==> config.mk <==
export PLATFORM = sky130hd
export DESIGN_NAME = fetch_unit_flat
export DESIGN_NICKNAME = d
export VERILOG_FILES = /design/src/rtl/fetch_unit_if.sv /design/src/rtl/fetch_unit.sv /design/src/flat_wrapper.sv
export SDC_FILE = /design/constraint.sdc
export NUM_CORES = 1
export LEC_CHECK = 0
export ABC_AREA = 1
export CELL_PAD_IN_SITES_DETAIL_PLACEMENT = 0
export CELL_PAD_IN_SITES_GLOBAL_PLACEMENT = 1
export CORE_MARGIN = 2
export CORE_UTILIZATION = 37
export DETAILED_ROUTE_END_ITERATION = 7
export PLACE_DENSITY_LB_ADDON = 0.1
export SLEW_MARGIN = 20
export SYNTH_ARGS = -nofsm -noshare
export SYNTH_HDL_FRONTEND = slang
export SYNTH_SLANG_ARGS = --single-unit
==> constraint.sdc <==
create_clock -name clk -period 2.6 [get_ports clk]
set_input_delay 0.26 -clock clk [delete_from_list [all_inputs] [get_ports clk]]
set_output_delay 0.26 -clock clk [all_outputs]
set_load 0.005 [all_outputs]
==> src/rtl/fetch_unit_if.sv <==
`default_nettype none
// +------------------------------------------------------------------+
// | fetch_unit_if                                                    |
// | Instruction-memory request/response bus between IF and imem.     |
// | Rev 1.0 - initial release                                        |
// +------------------------------------------------------------------+
interface fetch_unit_if;
    logic        imem_req;
    logic [31:0] imem_addr;
    logic        imem_rdy;
    logic [31:0] imem_rdata;

    modport master (
        output imem_req,
        output imem_addr,
        input  imem_rdy,
        input  imem_rdata
    );

    modport slave (
        input  imem_req,
        input  imem_addr,
        output imem_rdy,
        output imem_rdata
    );
endinterface
`default_nettype wire

==> src/rtl/fetch_unit.sv <==
`default_nettype none
// +------------------------------------------------------------------+
// | fetch_unit                                                       |
// | MIPS IF stage: PC register, imem request FSM, skid buffer, IF/ID.|
// | Rev 1.0 - initial release                                        |
// +------------------------------------------------------------------+
module fetch_unit #(
    parameter logic [31:0] PC_RESET = 32'h0000_3000,
    parameter logic [31:0] NOP_WORD = 32'h0000_0000
) (
    input  wire          clk,
    input  wire          reset,
    input  wire          stall,
    input  wire          boj,
    input  wire   [31:0] npc,
    fetch_unit_if.master imem,
    output logic  [31:0] ir_d,
    output logic  [31:0] pc_d,
    output logic  [31:0] pc8_d,
    output logic         valid_d
);

    typedef enum logic [0:0] {
        ST_FETCH = 1'b0,
        ST_HOLD  = 1'b1
    } state_t;

    state_t      r_state;
    logic [31:0] r_fetch_pc;
    logic [31:0] r_redir_pc;
    logic        r_redir_pend;
    logic [31:0] r_skid_ir;
    logic [31:0] r_skid_pc;
    logic [31:0] r_ir_d;
    logic [31:0] r_pc_d;
    logic [31:0] r_pc8_d;
    logic        r_valid_d;

    logic        w_req;
    logic        w_xfer;
    logic        w_redirect;
    logic        w_handoff;
    logic [31:0] w_hand_ir;
    logic [31:0] w_hand_pc;
    logic [31:0] w_next_pc;

    // Request drops combinationally with reset so a late rdy never transfers.
    assign w_req      = (r_state == ST_FETCH) && !reset;
    assign w_xfer     = w_req && imem.imem_rdy;
    assign w_redirect = boj && !stall;
    assign w_handoff  = !stall && (w_xfer || (r_state == ST_HOLD));
    assign w_hand_ir  = (r_state == ST_HOLD) ? r_skid_ir : imem.imem_rdata;
    assign w_hand_pc  = (r_state == ST_HOLD) ? r_skid_pc : r_fetch_pc;

    // A live redirect wins; otherwise a redirect parked behind the delay slot.
    assign w_next_pc  = w_redirect   ? npc        :
                        r_redir_pend ? r_redir_pc :
                                       r_fetch_pc + 32'd4;

    always_ff @(posedge clk) begin
        if (reset) begin
            r_state      <= ST_FETCH;
            r_fetch_pc   <= PC_RESET;
            r_redir_pc   <= PC_RESET;
            r_redir_pend <= 1'b0;
            r_skid_ir    <= NOP_WORD;
            r_skid_pc    <= PC_RESET;
            r_ir_d       <= NOP_WORD;
            r_pc_d       <= PC_RESET;
            r_pc8_d      <= PC_RESET + 32'd8;
            r_valid_d    <= 1'b0;
        end else if (w_handoff) begin
            r_ir_d       <= w_hand_ir;
            r_pc_d       <= w_hand_pc;
            r_pc8_d      <= w_hand_pc + 32'd8;
            r_valid_d    <= 1'b1;
            r_fetch_pc   <= w_next_pc;
            r_redir_pend <= 1'b0;
            r_state      <= ST_FETCH;
        end else begin
            if (!stall && (r_state == ST_FETCH)) begin
                r_ir_d    <= NOP_WORD;
                r_valid_d <= 1'b0;
            end
            // Only reachable with stall high: park the word until ID frees up.
            if (w_xfer) begin
                r_skid_ir <= imem.imem_rdata;
                r_skid_pc <= r_fetch_pc;
                r_state   <= ST_HOLD;
            end
            // The word still owed to ID is the delay slot; redirect after it.
            if (w_redirect) begin
                r_redir_pc   <= npc;
                r_redir_pend <= 1'b1;
            end
        end
    end

    assign imem.imem_req  = w_req;
    assign imem.imem_addr = r_fetch_pc;
    assign ir_d           = r_ir_d;
    assign pc_d           = r_pc_d;
    assign pc8_d          = r_pc8_d;
    assign valid_d        = r_valid_d;

endmodule
`default_nettype wire

==> src/flat_wrapper.sv <==
// flat-port wrapper written by rule: the top's interface ports become plain ports
module fetch_unit_flat 
#(
    parameter logic [31:0] PC_RESET = 32'h0000_3000,
    parameter logic [31:0] NOP_WORD = 32'h0000_0000
)
  (clk, reset, stall, boj, npc, ir_d, pc_d, pc8_d, valid_d, imem_imem_req, imem_imem_addr, imem_imem_rdy, imem_imem_rdata);
  fetch_unit_if imem_i ();
  input  wire clk;
  input  wire reset;
  input  wire stall;
  input  wire boj;
  input  wire   [31:0] npc;
  output logic  [31:0] ir_d;
  output logic  [31:0] pc_d;
  output logic  [31:0] pc8_d;
  output logic valid_d;
  output wire logic [$bits(imem_i.imem_req)-1:0] imem_imem_req;
  output wire logic [$bits(imem_i.imem_addr)-1:0] imem_imem_addr;
  input wire logic [$bits(imem_i.imem_rdy)-1:0] imem_imem_rdy;
  input wire logic [$bits(imem_i.imem_rdata)-1:0] imem_imem_rdata;
  assign imem_imem_req = imem_i.imem_req;
  assign imem_imem_addr = imem_i.imem_addr;
  assign imem_i.imem_rdy = imem_imem_rdy;
  assign imem_i.imem_rdata = imem_imem_rdata;
  fetch_unit #(.PC_RESET(PC_RESET), .NOP_WORD(NOP_WORD)) u_core (.clk(clk), .reset(reset), .stall(stall), .boj(boj), .npc(npc), .imem(imem_i), .ir_d(ir_d), .pc_d(pc_d), .pc8_d(pc8_d), .valid_d(valid_d));
endmodule
==> impl_metrics.env, run 1 <==
export IMPL_synth_avg_cell_area_um2=6.99
export IMPL_crit_type="flop to flop"
export IMPL_core_area_um2=27900
export IMPL_clkPwrFrac=0.424
export IMPL_leakage_nw=5.31
export IMPL_die_w_um=173
export IMPL_fp_dieH_um=173
export IMPL_ys_warnings_count=0
export IMPL_finalSetupViolCount=0
export IMPL_place_congestion=0.921
export IMPL_yosys_area_share_simple=0.269
export IMPL_io_buffers=198
export IMPL_yosys_most_used_dff="dfxtp_1"
export IMPL_ys_async_sr_fraction=0
export IMPL_final_cell_count_no_fill=2083
export IMPL_outcome="completed"
export IMPL_worstPathMaxFanout=38
export IMPL_synth_top_area_share=0.426
export IMPL_synthesis_area_um2=10500
export IMPL_start_kind="flop"
export IMPL_post_cts_buffers=0
export IMPL_drcViolationCount=0
export IMPL_synth_common_cells="nand2_1 (371), dfxtp_1 (224), o21ai_0 (183), nor2_1 (180), inv_1 (109)"
export IMPL_finalSetupTns_ns=0
export IMPL_post_route_min_period_ns=2.29
export IMPL_cts_root_buffer="clkbuf_16"
export IMPL_synth_mux_area_frac=0.0237
export IMPL_syn_inst=1508
export IMPL_critPathArrivalTime_ns=2.70
export IMPL_wl_per_cell_um=17.7
export IMPL_grt_max_degree=150
export IMPL_groute_usage_overall=0.240
export IMPL_ctsHoldBuffers=0
export IMPL_die_area_um2=29800
export IMPL_diodes=0
export IMPL_drt_iter0_drc=728
export IMPL_rsz0062_at_grt="no"
export IMPL_drv_slew=0
export IMPL_tightest_slew_ns=0.994
export IMPL_synth_most_common_cell="nand2_1"
export IMPL_p_sw_frac=0.266
export IMPL_max_clock_path_buffers=3
export IMPL_synth_seq_cells=224
export IMPL_cts_inserted_buffers=26
export IMPL_synth_compound_gate_area_share=0.188
export IMPL_crit_path_end_kind="flop"
export IMPL_start_util=0.377
export IMPL_hpwl_um=26500
export IMPL_tritoncts="done"
export IMPL_synth_cell_types=43
export IMPL_via_count=10600
export IMPL_antenna_left=0
export IMPL_p_seq_frac=0.442
export IMPL_drv_cap=0
export IMPL_syn_nets=1579
export IMPL_ys_seq_area_frac=0.426
export IMPL_ios=199
export IMPL_antenna_found_initial=0
export IMPL_synth_area_leaders="dfxtp_1 (43%), nand2_1 (13%), o21ai_0 (8.7%)"
export IMPL_ir_worst_vdd_v=0.000487
export IMPL_first_global_vias=10100
export IMPL_fin_crit_sh=0.880
export IMPL_switching_power_mw=2.24
export IMPL_crit_required_ns=3.01
export IMPL_hold_viol=0
export IMPL_synth_edf_count=0
export IMPL_holdWs_ns=0.178
export IMPL_grt_remaining_overflow=0
export IMPL_syn_to_final_growth_pct=30.7
export IMPL_fmax_mhz=437
export IMPL_relSlewSlack=0.337
export IMPL_hp_class="input pin to flop"
export IMPL_clk_latency_ns=0.55
export IMPL_drive_gt1_frac=0.0757
export IMPL_power_mw=8.42
export IMPL_p_int_mw=6.18
export IMPL_fillers=2857
export IMPL_p_per_area_nw_per_um2=612
export IMPL_post_cts_resize_count=0
export IMPL_clk_pin_slew_ns=0.06
export IMPL_grt_pass1_wl_um=57400
export IMPL_totalWireLength_um=36800
export IMPL_synth_top_area_cell="dfxtp_1"
export IMPL_synthAdderAreaFrac=0.00237
export IMPL_num_rows=61
export IMPL_cts_max_level=1
export IMPL_dp_cells=2039
export IMPL_synthXorXnorAreaFrac=0.00665
export IMPL_cts_sinks=224
export IMPL_drt_pre_antenna_iters=5
export IMPL_skew_ns=0.0290
export IMPL_p_comb_frac=0.134
export IMPL_utilization=0.493
export IMPL_fin_nets=1760
export IMPL_synth_top_family_by_area="simple AND/OR/NAND/NOR gates"
export IMPL_vias_per_cell=5.10
[cell type report]
type	count	area, um^2	area share
clock buffers	37	712	0.0517
flip-flops and latches	224	4490	0.326
well taps	378	473	0.0343
clock inverters	7	116	0.00845
repair buffers	246	2370	0.172
inverters	113	427	0.0310
multi-input cells	1078	5180	0.376
[metal layers]
layer  routed length (um)  GRT usage  vias to the layer above
li1                     -          -                     5341
met1                17500      0.343                     4924
met2                16100      0.374                      314
met3                 2400     0.0438                       48
met4                  798     0.0565                        0
met5                    0          0                        -
[power groups by stage]
| stage | registers, mW | clock network (mW) | logic [mW] |
|---|---|---|---|
| 6_report | 3.73 | 3.57 | 1.13 |
| 4_1_cts | 3.73 | 3.65 | 1.13 |
| 2_1_floorplan | 3.76 | 0 | 0.584 |
| 3_5_place_dp | 3.80 | 0 | 1.13 |
| 5_1_grt | 3.74 | 3.78 | 1.24 |
| 3_3_place_gp | 3.80 | 0 | 1.13 |
[registers in the layout, summed over array words and instances (netlist names)]
signal and count:
u_core.imem.imem_addr 32, u_core.ir_d 32, u_core.pc8_d 32, u_core.r_redir_pc 32
u_core.r_skid_ir 32, u_core.r_skid_pc 32, u_core.pc_d 29, u_core.r_redir_pend 1
u_core.r_state 1, u_core.valid_d 1
[cells by family (layout without fill, tap and decap cells)]
| group | count (synthesis) | after routing |
|---|---|---|
| simple gates | 688 | 688 |
| compound gates | 355 | 355 |
| flops | 224 | 224 |
| buf+inv | 206 | 403 |
| mux | 25 | 25 |
| xor+xnor | 8 | 8 |
| fa+ha+maj | 2 | 2 |
[cells in the final DEF (no fill, tap or decap), types with 3 or more instances in the layout]
master,instances
buf_12,3
o21ai_1,7
o211ai_1,3
nand4_1,14
nand2_2,10
a22oi_1,7
a31oi_1,6
clkbuf_1,9
a221oi_1,20
inv_1,108
nand2_1,370
mux2i_1,25
o21ai_0,183
dfxtp_1,223
nand3b_1,4
nor3_1,6
buf_4,45
clkbuf_16,26
nor2_1,179
nor2_4,4
o22ai_1,4
nor2_2,11
a21oi_1,101
nand3_1,85
clkdlybuf4s50_1,197
o21ai_2,12
xor2_1,8
[per-stage QoR]
stage | cell area (um^2) | worst slack (ns)
floorplan | 10500 | 0.708
global placement | 12900 | 0.184
detailed placement | 12900 | 0.172
CTS | 13800 | 0.333
global route | 13800 | 0.0775
finish | 13800 | 0.312
[final timing paths]
kind | start | endpoint | slack (ns) | cells after the start
setup / recovery | u_core.r_state | u_core.pc8_d[25] | 0.31 | 10
hold / removal | reset | u_core.r_redir_pc[15] | 0.18 | 5
setup reg to reg | u_core.r_state | u_core.pc8_d[25] | 0.31 | 10
hold reg to reg | u_core.r_redir_pc[6] | u_core.r_redir_pc[6] | 0.45 | 2
[worst max-delay path: stages (launching register included)]
cell,delay (ns)
dfxtp_4,0.63
nand2_1,0.12
nand2_2,0.12
ha_1,0.19
nand2_1,0.10
nor2_2,0.32
nand3_2,0.18
nor2_4,0.23
nand3_1,0.10
nand2_1,0.07
nand3_1,0.06
Power figures use the tool's default switching activity.
==> run 2: changes to the inputs <==
--- a/config.mk
+++ b/config.mk
@@ -6,10 +6,10 @@
 export NUM_CORES = 1
 export LEC_CHECK = 0
 export ABC_AREA = 1
-export CELL_PAD_IN_SITES_DETAIL_PLACEMENT = 0
-export CELL_PAD_IN_SITES_GLOBAL_PLACEMENT = 1
+export CELL_PAD_IN_SITES_DETAIL_PLACEMENT = 2
+export CELL_PAD_IN_SITES_GLOBAL_PLACEMENT = 2
 export CORE_MARGIN = 2
-export CORE_UTILIZATION = 37
+export CORE_UTILIZATION = 29
 export DETAILED_ROUTE_END_ITERATION = 7
 export PLACE_DENSITY_LB_ADDON = 0.1
 export SLEW_MARGIN = 20
==> run 2 against run 1 <==
Critical path depth increased by 1. Routed wire length grew 20%. Largest cell class unchanged. Fmax increased by 0.31%. Worst setup slack gained 0.0071 ns. Combinational power rose by 4%. Count of clock-buffer cells in the layout rose by 2. Sequential share of layout area fell by 0.88 points. Die area increased by 27%. Total power rose by 7.0%. Final area up 2.8%.
==> impl_metrics.env, run 2 (synthesis results as in run 1) <==
export IMPL_outcome="completed"
export IMPL_ios=199
export IMPL_num_rows=69
export IMPL_cp_slowest_cell="dfxtp_4"
export IMPL_place_congestion=0.850
export IMPL_cts_max_level=1
export IMPL_crit_path_end_kind="flop"
export IMPL_hp_class="input pin to flop"
export IMPL_fin_crit_sh=0.877
export IMPL_leakage_nw=5.48
export IMPL_crit_type="flop to flop"
export IMPL_clk_pin_slew_ns=0.06
export IMPL_tritoncts="done"
export IMPL_drt_iter0_drc=471
export IMPL_hpwl_um=32700
export IMPL_die_area_um2=37900
export IMPL_first_global_vias=11900
export IMPL_r2r_start="u_core.r_state"
export IMPL_groute_usage_overall=0.232
export IMPL_crit_path_frequent_cell="nand2_1"
export IMPL_fp_dieH_um=195
export IMPL_finalSetupTns_ns=0
export IMPL_relSlewSlack=0.425
export IMPL_drv_cap=0
export IMPL_start_util=0.296
export IMPL_start_kind="flop"
export IMPL_ctsHoldBuffers=0
export IMPL_max_clock_path_buffers=3
export IMPL_antenna_left=0
export IMPL_grt_remaining_overflow=0
export IMPL_antenna_found_initial=0
export IMPL_slowest_delay_ns=0.49
export IMPL_worstPathMaxFanout=22
export IMPL_post_route_min_period_ns=2.28
export IMPL_wl_per_cell_um=20.2
export IMPL_crit_required_ns=3.12
export IMPL_drive_gt1_frac=0.0914
export IMPL_fmax_mhz=438
export IMPL_drt_pre_antenna_iters=5
export IMPL_path_cells="buf_4 > nand2_1 > nand2_2 > nand2_1 > nor2_2 > inv_1 > nor2_1 > nand2_1 > o21ai_1 > nand2_1 > nand2_1"
export IMPL_startpoint="u_core.r_state"
export IMPL_io_buffers=198
export IMPL_rsz0062_at_grt="no"
export IMPL_core_area_um2=35700
export IMPL_worstHoldStart="reset"
export IMPL_most_common_layout_cells="nand2_1 (369), dfxtp_1 (223), clkdlybuf4s50_1 (197)"
export IMPL_fin_nets=1778
export IMPL_grt_pass1_wl_um=69500
export IMPL_clk_latency_ns=0.57
export IMPL_post_cts_buffers=0
export IMPL_path_delay_family="simple AND/OR/NAND/NOR gates"
export IMPL_postPlaceCellArea_um2=13200
export IMPL_critPathArrivalTime_ns=2.80
export IMPL_tightest_slew_ns=0.863
export IMPL_vias_per_cell=5.08
export IMPL_cts_root_buffer="clkbuf_16"
export IMPL_p_per_area_nw_per_um2=637
export IMPL_via_count=11100
export IMPL_post_cts_resize_count=0
export IMPL_drcViolationCount=0
export IMPL_die_w_um=195
export IMPL_totalWireLength_um=44200
export IMPL_final_common_cell="nand2_1"
export IMPL_fillers=4177
export IMPL_path_buf_inv=2
export IMPL_drv_slew=0
export IMPL_ir_worst_vdd_v=0.000480
export IMPL_cts_sinks=224
export IMPL_skew_ns=0.0286
export IMPL_syn_to_final_growth_pct=34.3
export IMPL_hold_viol=0
export IMPL_stdcell_area_um2=14200
export IMPL_cts_inserted_buffers=28
export IMPL_finalSetupViolCount=0
export IMPL_grt_max_degree=80
export IMPL_r2r_slack_ns=0.32
run 2: cell count changes in the layout (fill, tap and decap cells not counted), sizes merged:
cell,delta
clkinv,+3
clkinvlp,+1
bufinv,+1
buf,+16
clkbuf,+2
diode,+1
run 2: where the power goes:
| group | total [mW] | internal [mW] | switching, mW |
|---|---|---|---|
| Sequential | 3.73 | 3.60 | 0.137 |
| Combinational | 1.18 | 0.491 | 0.687 |
| Clock | 4.10 | 2.48 | 1.62 |
run 2: worst register-to-register path, cell delays in order (launching register included):
cell and delay [ns]:
dfxtp_4 0.49, buf_4 0.31, nand2_1 0.10, nand2_2 0.12, nand2_1 0.13, nor2_2 0.23
inv_1 0.11, nor2_1 0.31, nand2_1 0.10, o21ai_1 0.17, nand2_1 0.07, nand2_1 0.09
run 2: layout make-up:
| type | count | area (um^2) | area share |
|---|---|---|---|
| multi-input combinational | 1078 | 5180 | 0.366 |
| sequential | 224 | 4490 | 0.317 |
| timing repair buffer | 262 | 2490 | 0.176 |
| clock buffer | 39 | 812 | 0.0574 |
| tap | 461 | 577 | 0.0408 |
| inverter | 113 | 427 | 0.0302 |
| clock inverter | 12 | 169 | 0.0119 |
| antenna | 1 | 2.50 | 0.000177 |
run 2: path summary, 6_finish.rpt:
check | endpoint | cells past startpoint
min | u_core.r_redir_pc[15] | 5
min reg2reg | u_core.r_redir_pc[5] | 2
max reg2reg | u_core.pc8_d[18] | 11
max | u_core.pc8_d[18] | 11
run 2: stage by stage:
stage	hold WS (ns)	util	worst slack [ns]	cells	power, mW
floorplan	0.395	-	0.708	1508	4.35
finish	0.183	0.397	0.319	2190	9.02
CTS	0.168	0.397	0.303	2189	9.14
global placement	0.434	0.369	0.131	2138	4.96
detailed placement	0.451	0.369	0.0938	2138	4.99
global route	0.194	0.397	0.0874	2189	9.41
run 2: per-layer routing:
layer | global-route usage | vias up | routed length (um)
met1 | 0.313 | 5528 | 20800
li1 | - | 5359 | -
met2 | 0.399 | 192 | 21000
met5 | 0 | - | 0
met4 | 0.0405 | 0 | 735
met3 | 0.0321 | 41 | 1740
==> run 3: changes to the inputs <==
--- a/config.mk
+++ b/config.mk
@@ -11,7 +11,7 @@
 export CORE_MARGIN = 2
 export CORE_UTILIZATION = 29
 export DETAILED_ROUTE_END_ITERATION = 7
-export PLACE_DENSITY_LB_ADDON = 0.1
+export PLACE_DENSITY = 0.77
 export SLEW_MARGIN = 20
 export SYNTH_ARGS = -nofsm -noshare
 export SYNTH_HDL_FRONTEND = slang
==> run 3 against run 2 <==
First-iteration DRC count up 18%. Final area down 0.63%. Utilization down 0.25 points. Routed wire length up 3.5%.
==> impl_metrics.env, run 3 (synthesis results as in run 1) <==
export IMPL_outcome="completed"
export IMPL_post_route_min_period_ns=2.34
export IMPL_worstPathMaxFanout=42
export IMPL_wl_met1_um=21100
export IMPL_drv_cap=0
export IMPL_critPathArrivalTime_ns=2.83
export IMPL_path_delay_family="simple AND/OR/NAND/NOR gates"
export IMPL_crit_type="flop to flop"
export IMPL_ios=199
export IMPL_tightest_slew_ns=0.712
export IMPL_clk_pin_slew_ns=0.06
export IMPL_slowest_delay_ns=0.67
export IMPL_groute_usage_overall=0.240
export IMPL_antenna_left=0
export IMPL_leakage_nw=5.43
export IMPL_crit_path_end_kind="flop"
export IMPL_fin_crit_sh=0.900
export IMPL_fmax_mhz=428
export IMPL_rsz0062_at_grt="no"
export IMPL_fin_nets=1765
export IMPL_cts_inserted_buffers=28
export IMPL_io_buffers=198
export IMPL_first_global_vias=12100
export IMPL_wl_met2_um=21500
export IMPL_via_count=11200
export IMPL_vias_per_cell=5.13
export IMPL_fillers=4162
export IMPL_tritoncts="done"
export IMPL_path_cells="clkinv_1 > buf_4 > nand2_1 > nand2_1 > nor2_1 > nand3_1 > nor2_1 > nand3_1 > nand2_1 > nand3_1 > nand2_1"
export IMPL_hold_viol=0
export IMPL_hp_class="input pin to flop"
export IMPL_drive_gt1_frac=0.0828
export IMPL_crit_path_frequent_cell="nand2_1"
export IMPL_antenna_found_initial=0
export IMPL_num_rows=69
export IMPL_die_w_um=195
export IMPL_min_to="u_core.pc8_d[15]"
export IMPL_most_common_layout_cells="nand2_1 (370), dfxtp_1 (223), clkdlybuf4s50_1 (196)"
export IMPL_p_per_area_nw_per_um2=651
export IMPL_clk_latency_ns=0.56
export IMPL_diodes=0
export IMPL_place_congestion=0.917
export IMPL_final_common_cell="nand2_1"
export IMPL_cts_root_buffer="clkbuf_16"
export IMPL_r2r_start="u_core.r_state"
export IMPL_drt_iter0_drc=554
export IMPL_top_layer_used="met4"
export IMPL_post_cts_buffers=0
export IMPL_worstHoldStart="reset"
export IMPL_cp_slowest_cell="dfxtp_4"
export IMPL_grt_max_degree=59
export IMPL_start_util=0.296
export IMPL_holdWs_ns=0.123
export IMPL_ctsHoldBuffers=0
export IMPL_max_clock_path_buffers=3
export IMPL_grt_pass1_wl_um=71600
export IMPL_finalSetupTns_ns=0
export IMPL_start_kind="flop"
export IMPL_utilization=0.394
export IMPL_wl_per_cell_um=21.1
export IMPL_ff2ff_path_depth=11
export IMPL_core_area_um2=35700
export IMPL_hpwl_um=34000
export IMPL_crit_required_ns=3.10
export IMPL_ir_worst_vdd_v=0.000449
export IMPL_grt_remaining_overflow=0
export IMPL_cts_sinks=224
export IMPL_relSlewSlack=0.520
export IMPL_cts_max_level=1
export IMPL_die_area_um2=37900
export IMPL_drt_pre_antenna_iters=5
export IMPL_dp_cells=2125
export IMPL_min_path_cells=2
export IMPL_wl_met3_um=2170
export IMPL_fp_dieH_um=195
export IMPL_skew_ns=0.0135
export IMPL_totalWireLength_um=45800
export IMPL_path_buf_inv=2
export IMPL_post_cts_resize_count=0
export IMPL_r2r_end="u_core.pc8_d[22]"
export IMPL_final_cell_count_no_fill=2176
export IMPL_drcViolationCount=0
export IMPL_drv_slew=0
export IMPL_r2r_slack_ns=0.26
export IMPL_finalSetupViolCount=0
export IMPL_syn_to_final_growth_pct=33.4
run 3: cell types whose count changed in the layout (fill, tap and decap cells not counted), moves of 2 or more:
cell and change:
buf_4 -13, clkbuf_1 +3, clkbuf_16 +2, clkinvlp_4 -2
run 3: per-stage QoR:
stage | cell area, um^2 | total power, mW | setup WS (ns)
detailed placement | 13100 | 4.99 | 0.296
floorplan | 10500 | 4.35 | 0.708
CTS | 14100 | 9.27 | 0.270
finish | 14100 | 9.16 | 0.261
global placement | 13100 | 4.95 | 0.361
global route | 14100 | 9.55 | 0.0336
run 3: cell type report:
cell class	instances	area (um^2)	area share
clock inverter	8	140	0.00997
sequential	224	4490	0.319
clock buffer	43	860	0.0611
multi-input combinational	1078	5180	0.368
inverter	113	427	0.0303
timing repair buffer	249	2390	0.170
tap	461	577	0.0410
run 3: worst reg2reg max path, cell delays in order, from the launching register on:
cell      delay, ns
dfxtp_4        0.67
clkinv_1       0.21
buf_4          0.23
nand2_1        0.10
nand2_1        0.10
nor2_1         0.18
nand3_1        0.10
nor2_1         0.29
nand3_1        0.16
nand2_1        0.09
nand3_1        0.09
nand2_1        0.09
run 3: power by group:
| group | switching, mW | internal, mW |
|---|---|---|
| logic | 0.696 | 0.478 |
| registers | 0.148 | 3.60 |
| clock network | 1.59 | 2.65 |
run 3: how the worst max path moves through the flow:
stage | cells after the start | slack (ns) | to | start
final | 11 | 0.26 | u_core.pc8_d[22] | u_core.r_state
after global placement | 12 | 0.36 | u_core.pc8_d[30] | u_core.r_state
after global routing | 10 | 0.03 | u_core.pc8_d[31] | u_core.r_state
after CTS | 12 | 0.27 | u_core.pc8_d[30] | u_core.r_state
after floorplan | 11 | 0.71 | u_core.pc8_d[29] | u_core.r_state
after detailed placement | 7 | 0.30 | u_core.imem.imem_addr[28] | boj
run 3: per-layer routing:
metal	GRT usage	up-vias
met3	0.0368	58
met1	0.322	5529
met2	0.404	245
li1	-	5341
met4	0.0595	0
met5	0	-
